## config.mk

```make
export PLATFORM = sky130hd
export DESIGN_NAME = match_ctrl
export DESIGN_NICKNAME = d
export VERILOG_FILES = /design/src/rtl/match_ctrl.sv
export SDC_FILE = /design/constraint.sdc
export NUM_CORES = 1
export LEC_CHECK = 0
export CORE_MARGIN = 3
export CORE_UTILIZATION = 40
export CTS_CLUSTER_DIAMETER = 150
export DETAILED_ROUTE_END_ITERATION = 7
export HOLD_SLACK_MARGIN = 0.02
export PLACE_DENSITY = 0.7
export SYNTH_ARGS = -nofsm -noshare
export SYNTH_HDL_FRONTEND = slang
export SYNTH_SLANG_ARGS = --single-unit
```

## constraint.sdc

```tcl
create_clock -name clk -period 2.1 [get_ports clk]
set_input_delay 0.525 -clock clk [delete_from_list [all_inputs] [get_ports clk]]
set_output_delay 0.525 -clock clk [all_outputs]
set_load 0.02 [all_outputs]
```

## src/rtl/match_ctrl.sv

```systemverilog
// match_ctrl: match sequencing around the physics stage (frame divider, match FSM, scoring).
// Define MATCH_CTRL_DEUCE_EN to enable the win-by-two rule.
module match_ctrl #(
  parameter int unsigned FRAME_DIV    = 833333,
  parameter int unsigned SERVE_FRAMES = 30,
  parameter int unsigned PAUSE_FRAMES = 60,
  parameter int unsigned WIN_SCORE    = 15,
  parameter int unsigned SCORE_W      = 4
) (
  input  logic               clk,
  input  logic               rst_n,
  input  logic               start_btn,
  input  logic               game_over,
  input  logic [1:0]         winner,
  input  logic               valid,
  output logic               phys_en,
  output logic               frame_tick,
  output logic [SCORE_W-1:0] p1_score,
  output logic [SCORE_W-1:0] p2_score,
  output logic [2:0]         state,
  output logic [1:0]         match_winner,
  output logic               serve_side
);

  localparam int unsigned FC_W   = (FRAME_DIV > 1) ? $clog2(FRAME_DIV) : 1;
  localparam int unsigned PH_MAX = (SERVE_FRAMES > PAUSE_FRAMES) ? SERVE_FRAMES : PAUSE_FRAMES;
  localparam int unsigned PH_W   = (PH_MAX > 0) ? $clog2(PH_MAX + 1) : 1;

  localparam logic [FC_W-1:0]    FC_LAST    = FC_W'(FRAME_DIV - 1);
  localparam logic [PH_W-1:0]    SERVE_LAST = PH_W'(SERVE_FRAMES - 1);
  localparam logic [PH_W-1:0]    PAUSE_LAST = PH_W'(PAUSE_FRAMES - 1);
  localparam logic [SCORE_W-1:0] SCORE_MAX  = '1;
  localparam logic [SCORE_W-1:0] WIN_S      = SCORE_W'(WIN_SCORE);

  typedef enum logic [2:0] {
    IDLE       = 3'd0,
    SERVE      = 3'd1,
    PLAY       = 3'd2,
    POINT      = 3'd3,
    MATCH_OVER = 3'd4
  } state_t;

  state_t             state_q, state_d;
  logic [FC_W-1:0]    fcnt_q, fcnt_d;
  logic [PH_W-1:0]    phase_q, phase_d;
  logic [SCORE_W-1:0] p1_q, p1_d, p2_q, p2_d;
  logic [1:0]         mw_q, mw_d;
  logic               serve_q, serve_d;
  logic               tick_q, phys_q, btn_q;
  logic               fwrap, start_pulse, hit;
  logic               p1_wins, p2_wins;

  always_comb begin
    fwrap  = (fcnt_q == FC_LAST);
    fcnt_d = fwrap ? '0 : fcnt_q + FC_W'(1);
  end

`ifdef MATCH_CTRL_DEUCE_EN
  logic [SCORE_W:0] p1_ext, p2_ext;

  // Saturation ends the match outright; the leader is whoever sits at the ceiling.
  always_comb begin
    p1_ext  = {1'b0, p1_q};
    p2_ext  = {1'b0, p2_q};
    p1_wins = (p1_q == SCORE_MAX) ||
              ((p1_q >= WIN_S) && (p1_ext >= p2_ext + (SCORE_W+1)'(2)));
    p2_wins = (p2_q == SCORE_MAX) ||
              ((p2_q >= WIN_S) && (p2_ext >= p1_ext + (SCORE_W+1)'(2)));
  end
`else
  always_comb begin
    p1_wins = (p1_q >= WIN_S);
    p2_wins = (p2_q >= WIN_S);
  end
`endif

  always_comb begin
    state_d     = state_q;
    phase_d     = phase_q;
    p1_d        = p1_q;
    p2_d        = p2_q;
    mw_d        = mw_q;
    serve_d     = serve_q;
    start_pulse = start_btn & ~btn_q;
    hit         = valid & game_over;

    unique case (state_q)
      IDLE, MATCH_OVER: begin
        if (start_pulse) begin
          p1_d    = '0;
          p2_d    = '0;
          mw_d    = 2'd0;
          state_d = SERVE;
        end
      end
      SERVE: begin
        if ((SERVE_FRAMES == 0) || (tick_q && (phase_q == SERVE_LAST))) begin
          state_d = PLAY;
        end else if (tick_q) begin
          phase_d = phase_q + PH_W'(1);
        end
      end
      PLAY: begin
        if (hit && (winner == 2'd1)) begin
          p1_d    = (p1_q == SCORE_MAX) ? p1_q : p1_q + SCORE_W'(1);
          serve_d = 1'b0;
          state_d = POINT;
        end else if (hit && (winner == 2'd2)) begin
          p2_d    = (p2_q == SCORE_MAX) ? p2_q : p2_q + SCORE_W'(1);
          serve_d = 1'b1;
          state_d = POINT;
        end
      end
      POINT: begin
        if ((PAUSE_FRAMES == 0) || (tick_q && (phase_q == PAUSE_LAST))) begin
          if (p1_wins) begin
            mw_d    = 2'd1;
            state_d = MATCH_OVER;
          end else if (p2_wins) begin
            mw_d    = 2'd2;
            state_d = MATCH_OVER;
          end else begin
            state_d = SERVE;
          end
        end else if (tick_q) begin
          phase_d = phase_q + PH_W'(1);
        end
      end
      default: state_d = IDLE;
    endcase

    if (state_d != state_q) phase_d = '0;
  end

  // phys_en looks at the next state so a result landing on a tick cannot leak a pulse into POINT.
  always_ff @(posedge clk or negedge rst_n) begin
    if (!rst_n) begin
      state_q <= IDLE;
      fcnt_q  <= '0;
      phase_q <= '0;
      p1_q    <= '0;
      p2_q    <= '0;
      mw_q    <= 2'd0;
      serve_q <= 1'b1;
      tick_q  <= 1'b0;
      phys_q  <= 1'b0;
      btn_q   <= 1'b0;
    end else begin
      state_q <= state_d;
      fcnt_q  <= fcnt_d;
      phase_q <= phase_d;
      p1_q    <= p1_d;
      p2_q    <= p2_d;
      mw_q    <= mw_d;
      serve_q <= serve_d;
      tick_q  <= fwrap;
      phys_q  <= fwrap & (state_d == PLAY);
      btn_q   <= start_btn;
    end
  end

  assign phys_en      = phys_q;
  assign frame_tick   = tick_q;
  assign p1_score     = p1_q;
  assign p2_score     = p2_q;
  assign state        = state_q;
  assign match_winner = mw_q;
  assign serve_side   = serve_q;

endmodule

```

# Word level (Yosys, flattened, before mapping)
# Index checks and enable logic that the tools add are counted.
[word_totals] reg_bits=43 latchBits=0 ramBits=0 mem_bits_ro=0 input_bits=7 out_inout_bits=16 memories=0
[classes] n_addsub=4 n_mul=0 div_mod_pow=0 n_lt_le_gt_ge=2 eq_ne=23 shift=0 mux=29 bitwise_logic=4 n_reduce_logical=15
[op_table] op="$mux 4" n=6
[op_table] op="$mux 6" n=4
[op_table] op="$mux 3" n=7
[op_table] op="$add 20x1->20 const B" n=1
[op_table] op="$eq 20x20->1 const B" n=1
[op_table] op="$mux 20" n=1
[op_table] op="$pmux 4 s2" n=2
[op_table] op="$ne 2x2->1 const B" n=7
[op_table] op="$pmux 3 s4" n=1
[op_table] op="$pmux 6 s2" n=1
[op_table] op="$eq 3x2->1 const B" n=3
[op_table] op="$ne 3x3->1 const B" n=3
[op_table] op="$add 4x1->4 const B" n=2
[op_table] op="$eq 4x4->1 const B" n=2
[op_table] op="$ge 4x4->1 const B" n=2
[op_table] op="$mux 2" n=4
[op_table] op="$reduce_and 4->1" n=2
[op_table] op="$add 6x1->6 const B" n=1
[op_table] op="$eq 6x5->1 const B" n=1
[op_table] op="$eq 6x6->1 const B" n=1
[op_table] op="$reduce_bool 2->1" n=3
[op_table] op="$reduce_and 5->1" n=1
[op_table] op="$logic_and 1x1->1" n=4
[op_table] op="$pmux 2 s2" n=1
[op_table] op="13 further kinds" n=16

# Depth between registers and ports, before layout
# Gate-level depths: netlist of the first run.
[logic_depth] ltp_word=8 mapped_depth=6

# Worst setup path before layout of the first run
# No wires, ideal clock.
[synth_timing] path_kind="register to register" start="reg state_q[1] (netlist: state[1])" end="reg phase_q[2]" t_arrival_ps=1689 path_slack_ps=310 stages_incl_launch_ff=6 path_cell_list="dfrtp_1 > buf_4 > and3b_1 > and2_0 > o32a_1 > nor4_1"
[synth_via] elab_chain_cells=6 word_cells_on_any_way=19 cone_classes="7 x eq/ne; 8 x mux; 4 x reduce/logical"
[synth_lines] element="start: declaration" line_no="43" rtl="state_t state_q, state_d;"
[synth_lines] element="start signal: assignment" line_no="149" rtl="state_q <= state_d;"
[synth_lines] element="$eq 3x3->1, or another cell as far along" line_no="87" rtl="unique case (state_q)"
[synth_lines] element="$reduce_or 2->1 or $mux 3 (tied branches)" line_no="87, 104"
[synth_lines] element="$pmux 3 s4" line_no="87"
[synth_lines] element="$ne 3x3->1" line_no="132" rtl="if (state_d != state_q) phase_d = '0;"
[synth_lines] element="$ne 3x3->1 (no source line) or $reduce_bool 3->1 (tied branches)"
[synth_lines] element="$reduce_and 3->1 (no source line)"
[synth_lines] element="end signal: assignment" line_no="151" rtl="phase_q <= phase_d;"
[synth_lines] element="end: declaration" line_no="45" rtl="logic [PH_W-1:0] phase_q, phase_d;"
# Parallel ways exist; a longest one is shown, timed or not.
# A chain may end at the register's enable or synchronous reset.

# Worst setup path after layout of the first run
[layout_timing] start="reg state_q[2] (netlist: state[2])" end="out state[2]"
[layout_lines] element="end: declaration" line_no="20" rtl="output logic [2:0] state,"
# No word-level cell between the ends.

==> impl_metrics.csv, run 1 <==
group,metric,value,unit
run_status,status,"finished, final reports clean",
synthesis,ys.flop_type,"dfrtp_1",
timing,min_period,2.069,ns
worst_setup_path,setup.worst_path.class,"register to primary output",
clock_network,path_clk_slew,0.09,ns
floorplan,io_pins,23,
floorplan,die_area,6887,um2
floorplan,die_w,82.99,um
synthesis,ys_seq_area_share,45.44,%
synthesis,syn_area,2371,um2
synthesis,synth_compound_area_share,12.45,%
timing,worstMarginPinSlew,0.5920,ns
worst_setup_path,worstPathArrival,1.54,ns
grt,grt_pass1_vias,1778,
finish,layout.nets,274,
finish,diodes,0,
finish,fin_cells,334,
place,globalplace.congestion,0.7905,
timing,hold_ws,0.1756,ns
run,maxCapViolCount,0,
clock_network,cts.sinks,43,
place,placed_cell_area,2693,um2
place,dp_hpwl,3596,um
place,pre_cts_slack,-0.08009,ns
clock_network,cts_setup_buffers,0,
detailed_routing,drtIter0Drc,67,
synthesis,avgSynthCellArea,10.18,um2
grt,antenna_found_initial,0,
clock_network,cts_buffers,5,
finish,drive_gt1_share,11.07,%
power_and_ir_drop,peakVddDrop,0.0005093,V
worst_setup_path,reg2reg_slack,0.15,ns
min_path,min_path_type,"primary input to asynchronous set/reset pin",
clock_network,tritoncts,"done",
floorplan,coreArea,5608,um2
floorplan,fp-row-count,27,
grt,overflow,0,
synthesis,synth_fa_ha_area_share,3.166,%
synthesis,post-synth-top-area-cell,"dfrtp_1",
power_and_ir_drop,p_leak,0.001155,uW
place,dp.cells,326,
worst_setup_path,critical_path.slowest_cell,"clkdlybuf4s50_1",
clock_network,cts-root-buf,"clkbuf_8",
timing,hold_viol,0,
synthesis,synth-xor-area-share,7.757,%
worst_setup_path,startpoint_type,"register",
clock_network,clock_path_buffers,2,
worst_setup_path,crit_path_end_kind,"primary output",
worst_setup_path,worstReg2RegStart,"phase_q[0]$_DFFE_PN0P_",
timing,setup_viol,0,
power_and_ir_drop,power_density,587.8,nW/um2
detailed_routing,antenna_left,0,
detailed_routing,drc,0,
finish,multi_input_area,1211,um2
detailed_routing,routed_wirelength,4850,um
synthesis,synth_top_area_share,44.33,%
floorplan,chipHeight,82.99,um
synthesis,synth_seq_cells,43,
synthesis,synth-simple-area-share,26.44,%
grt,track_usage,14.63,%
clock_network,worst_skew_pair.late_latency,0.30,ns
worst_setup_path,worst-endpoint-required,1.57,ns
timing,fin_ws,0.03074,ns
synthesis,ys_types,57,
finish,syn2layout_area_growth,18.63,%
timing,finalSetupTns,0,ns
grt,grt_pass1_wl,8424,um
worst_setup_path,crit_chain,"clkdlybuf4s50_1",
detailed_routing,vias,1862,
worst_setup_path,crit_family,"buffers and inverters",
timing,rsz0062_at_grt,"false",
worst_setup_path,worst-path-buf-inv,1,
detailed_routing,first_pass_iters,4,
clock_network,cts_max_level,2,
detailed_routing,wire_per_inst,14.52,um
synthesis,yosys_warnings,0,
synthesis,synth_edf_count,0,
synthesis,synth.area.top_cells,"dfrtp_1, xnor2_1, nand3_1, xor2_1, ha_1",
timing,fin_skew,0.01234,ns
worst_setup_path,crit_fanout,12,
timing,drv_slew,0,
synthesis,synth_top_family_by_area,"simple AND/OR/NAND/NOR gates",
detailed_routing,via_per_inst,5.575,
finish,fillCellCount,541,
grt,grt_max_degree,25,
synthesis,synth.area.mux_share,1.266,%
synthesis,synthCells,233,
worst_setup_path,critPathMaxStageDelay,0.68,ns
finish,register_area,1080,um2
finish,stdcell_area,2813,um2
worst_setup_path,crit_start,"state[2]$_DFF_PN0_",
timing,relSlewSlack,59.51,%
timing,min_period_over_period,98.54,%
synthesis,syn_nets,246,
floorplan,start_util,42.28,%
timing,max_freq,483.3,MHz
place,portBuffers,22,
clock_network,cts_hold_buf,0,
synthesis,synthArstFlopShare,100.0,%
==> metal layers <==
metal | up-vias | share of wire (%) | GRT usage (%)
met2 | 33 | 46 | 23.18
met4 | 0 | 1.0 | 4.458
met1 | 901 | 50 | 20.16
li1 | 923 | - | -
met3 | 5 | 3.2 | 2.976
met5 | - | 0 | 0
==> cells in the mapped netlist, drive strengths merged (2+ instances only) <==
library cell and instances:
clkbuf 4, o31ai 3, dfrtp 42, nor2b 2
xnor2 12, nand4 9, or3 3, a2111oi 3
and3 7, o211ai 2, nand2 9, a21boi 2
nor2 17, nand2b 4, and4 6, buf 4
mux2i 3, inv 9, a21oi 8, nor4bb 2
nor3 4, ha 6, nand4b 2, nor4 2
a31oi 3, nor4b 2, o21ai 11, and2 4
nand3 18, xor2 9
==> where the power goes <==
part	total, uW	switching [uW]	internal [uW]
clock	675	289	385
sequential	859	21.9	837
combinational	119	70.9	48.5
==> kinds of logic after synthesis <==
kind of cell,Yosys count
xor+xnor,21
mux,3
buf+inv,17
simple gates,100
flops,43
fa+ha+maj,6
compound gates,43
==> area by class of cell <==
cell class | instances | share of cell area, %
clock buffers | 6 | 2.936
clock inverters | 2 | 1.246
inverters | 9 | 1.201
multi-input cells | 173 | 43.06
flip-flops and latches | 43 | 38.39
well taps | 72 | 3.203
repair buffers | 29 | 9.964
==> flip-flops by register name (all words and copies together) (netlist names) <==
register	flops
phase_q	6
state	3
p1_score	4
p2_score	4
frame_tick	1
fcnt_q	20
serve_side	1
phys_en	1
btn_q	1
match_winner	2
==> stage by stage <==
step           total power (uW)  util (%)
3_3_place_gp              991.1     48.01
2_1_floorplan             929.4         -
4_1_cts                    1669     50.13
3_5_place_dp              994.8     48.01
5_1_grt                    1715     50.16
6_report                   1653     50.16
==> timing repair <==
item                       4_1_cts  5_1_grt
gates resized for setup          1        1
setup endpoints to repair        1        2
pin swaps                        0        1
==> layout by cell type, fill, tap and decap left out, types with 4 or more instances in the layout <==
| master | Yosys | final |
|---|---|---|
| ha_1 | 6 | 6 |
| and3_1 | 5 | 5 |
| xor2_1 | 9 | 9 |
| clkdlybuf4s50_1 | 0 | 21 |
| o21ai_0 | 11 | 11 |
| clkbuf_8 | 0 | 6 |
| nor2_1 | 17 | 17 |
| a21oi_1 | 8 | 8 |
| dfrtp_1 | 42 | 40 |
| nand2b_1 | 4 | 4 |
| nor3_1 | 4 | 4 |
| nand3_1 | 18 | 18 |
| inv_1 | 9 | 9 |
| xnor2_1 | 12 | 12 |
| nand2_1 | 9 | 9 |
| and4_1 | 5 | 5 |
| nand4_1 | 9 | 9 |
| buf_4 | 3 | 6 |
==> final timing paths <==
check / to / cells after the start
setup reg to reg: phase_q[2]$_DFFE_PN0P_ / 5
max in group asynchronous: state[0]$_DFF_PN0_ / 2
setup / recovery: state[2] / 1
min in group clk: fcnt_q[19]$_DFF_PN0_ / 1
hold reg to reg: fcnt_q[19]$_DFF_PN0_ / 1
hold / removal: p2_score[2]$_DFFE_PN0P_ / 1
No activity file was read; power rests on OpenSTA's default activity.
==> run 2: changes to the inputs <==
- CORE_UTILIZATION: 40 -> 57
- PLACE_DENSITY: 0.7 -> 0.91
==> run 2 against run 1 <==
Power is 0.27% lower. Sequential power fell by 0.7%. Critical endpoint is now state[0]. Hold slack worse by 0.10 ns. Clock skew fell by 0.0030 ns. Setup slack gained 0.043 ns. Routed wire length increased by 6.9%. Non-clock buffer count is 2 higher. Cell count down 6.6%.
==> impl_metrics.csv, run 2 (synthesis gave the netlist of run 1 again) <==
group,metric,value,unit
run_status,status,"finished, final reports clean",
timing,drv_slew,0,
floorplan,io_pins,23,
floorplan,die_w,70.50,um
timing,max_freq,493.6,MHz
timing,setup_viol,0,
grt,grt_max_degree,35,
clock_network,cts_buffers,5,
power_and_ir_drop,power_frac_seq,51.7,%
floorplan,die_area,4970,um2
run,maxCapViolCount,0,
grt,track_usage,22.01,%
power_and_ir_drop,combPwrFrac,7.9,%
detailed_routing,wire_per_inst,16.63,um
worst_setup_path,crit_path_end_kind,"primary output",
finish,diodes,0,
finish,drive_gt1_share,12.50,%
worst_setup_path,worst-path-buf-inv,1,
timing,relSlewSlack,62.44,%
finish,syn2layout_area_growth,17.78,%
floorplan,fp-row-count,22,
detailed_routing,antenna_left,0,
worst_setup_path,worst-endpoint-required,1.57,ns
clock_network,clock_path_buffers,2,
detailed_routing,first_pass_iters,4,
timing,finalSetupTns,0,ns
power_and_ir_drop,power_density,590.4,nW/um2
grt,overflow,0,
detailed_routing,vias,1930,
worst_setup_path,crit_fanout,9,
timing,hold_ws,0.07064,ns
timing,hold_viol,0,
finish,top_register,"fcnt_q",
detailed_routing,via_per_inst,6.186,
clock_network,cts-root-buf,"clkbuf_8",
place,placed_cell_area,2665,um2
finish,layout_commonest_cell,"dfrtp_1",
timing,worstMarginPinSlew,0.5492,ns
min_path,min_path_type,"primary input to asynchronous set/reset pin",
power_and_ir_drop,switchingPower,375.9,uW
clock_network,tritoncts,"done",
detailed_routing,drtIter0Drc,128,
power_and_ir_drop,peakVddDrop,0.0003756,V
power_and_ir_drop,pwr-share-clk,40.3,%
grt,grt_pass1_vias,1904,
place,dp.cells,304,
power_and_ir_drop,p_leak,0.001161,uW
finish,reg.largest.list,"fcnt_q x20, phase_q x6",
finish,final_cell_mix,"dfrtp_1, clkdlybuf4s50_1, nand3_1",
clock_network,cts_max_level,2,
worst_setup_path,critPathMaxStageDelay,0.67,ns
timing,min_period_over_period,96.47,%
worst_setup_path,crit_chain,"clkdlybuf4s50_1",
timing,fin_skew,0.009384,ns
finish,fin_cells,312,
detailed_routing,routed_wirelength,5187,um
place,globalplace.congestion,0.8252,
worst_setup_path,startpoint_type,"register",
finish,largest_register_ffs,20,
floorplan,coreArea,3826,um2
worst_setup_path,critical_path.slowest_cell,"clkdlybuf4s50_1",
place,portBuffers,22,
grt,grt_pass1_wl,8811,um
grt,antenna_found_initial,0,
floorplan,start_util,61.97,%
timing,min_period,2.026,ns
detailed_routing,drc,0,
power_and_ir_drop,p_int,1273,uW
floorplan,chipHeight,70.50,um
clock_network,cts.sinks,43,
worst_setup_path,setup.worst_path.class,"register to primary output",
place,dp_hpwl,3932,um
finish,post-route-util,72.99,%
clock_network,cts_setup_buffers,0,
power_and_ir_drop,switching_share,22.80,%
finish,layout.nets,276,
clock_network,path_clk_slew,0.09,ns
clock_network,worst_skew_pair.late_latency,0.29,ns
worst_setup_path,worstPathArrival,1.50,ns
finish,stdcell_area,2793,um2
worst_setup_path,crit_family,"buffers and inverters",
run 2: final timing paths:
| kind | endpoint | slack (ns) | cells after the start | startpoint |
|---|---|---|---|---|
| setup / recovery | state[0] | 0.07 | 1 | state[0]$_DFF_PN0_ |
| hold / removal | fcnt_q[5]$_DFF_PN0_ | 0.07 | 1 | rst_n |
| setup reg to reg | phase_q[2]$_DFFE_PN0P_ | 0.14 | 5 | phase_q[0]$_DFFE_PN0P_ |
| hold reg to reg | fcnt_q[19]$_DFF_PN0_ | 0.50 | 1 | fcnt_q[19]$_DFF_PN0_ |
| min in group clk | fcnt_q[19]$_DFF_PN0_ | 0.50 | 1 | fcnt_q[19]$_DFF_PN0_ |
| max in group asynchronous | serve_side$_DFFE_PN1P_ | 1.33 | 2 | rst_n |
run 2: final cells by class:
class | count | area, um2
inverters | 9 | 33.78
multi-input cells | 173 | 1219
flip-flops and latches | 43 | 1080
clock buffers | 6 | 82.58
repair buffers | 31 | 282.8
clock inverters | 2 | 35.03
fillers | 280 | 1033
well taps | 48 | 60.06
run 2: stage by stage:
stage	setup WS, ns	power (uW)
final	0.07411	1649
after global routing	-0.003112	1707
after CTS	0.03684	1660
after detailed placement	-0.06274	999.8
after global placement	0.04718	993.2
after floorplan	0.3101	929.4
run 2: worst reg2reg max path, stage by stage (launching register included):
cell and delay [ns]:
dfrtp_1 0.44, ha_1 0.26, and3b_1 0.20, and2_0 0.25, o32a_2 0.46, nor4_2 0.26
run 2: repair_timing:
action / CTS / global route
gates resized for setup: 0 / 4
endpoints found under the hold margin: 0 / 0
endpoints found under the setup margin: 0 / 4
hold buffers: 0 / 0
run 2: metal layers:
layer / global-route usage, % / up-vias / routed length (um)
li1: - / 922 / -
met1: 28.77 / 942 / 2249
met2: 36.38 / 51 / 2599
met3: 4.460 / 15 / 245
met4: 7.234 / 0 / 92
met5: 0 / - / 0
run 2: power groups by stage:
stage	Combinational [uW]	Sequential [uW]	Clock, uW
final	131	853	665
after global routing	142	856	709
after CTS	130	853	676
after detailed placement	130	870	0
after global placement	125	869	0
after floorplan	56.3	873	0
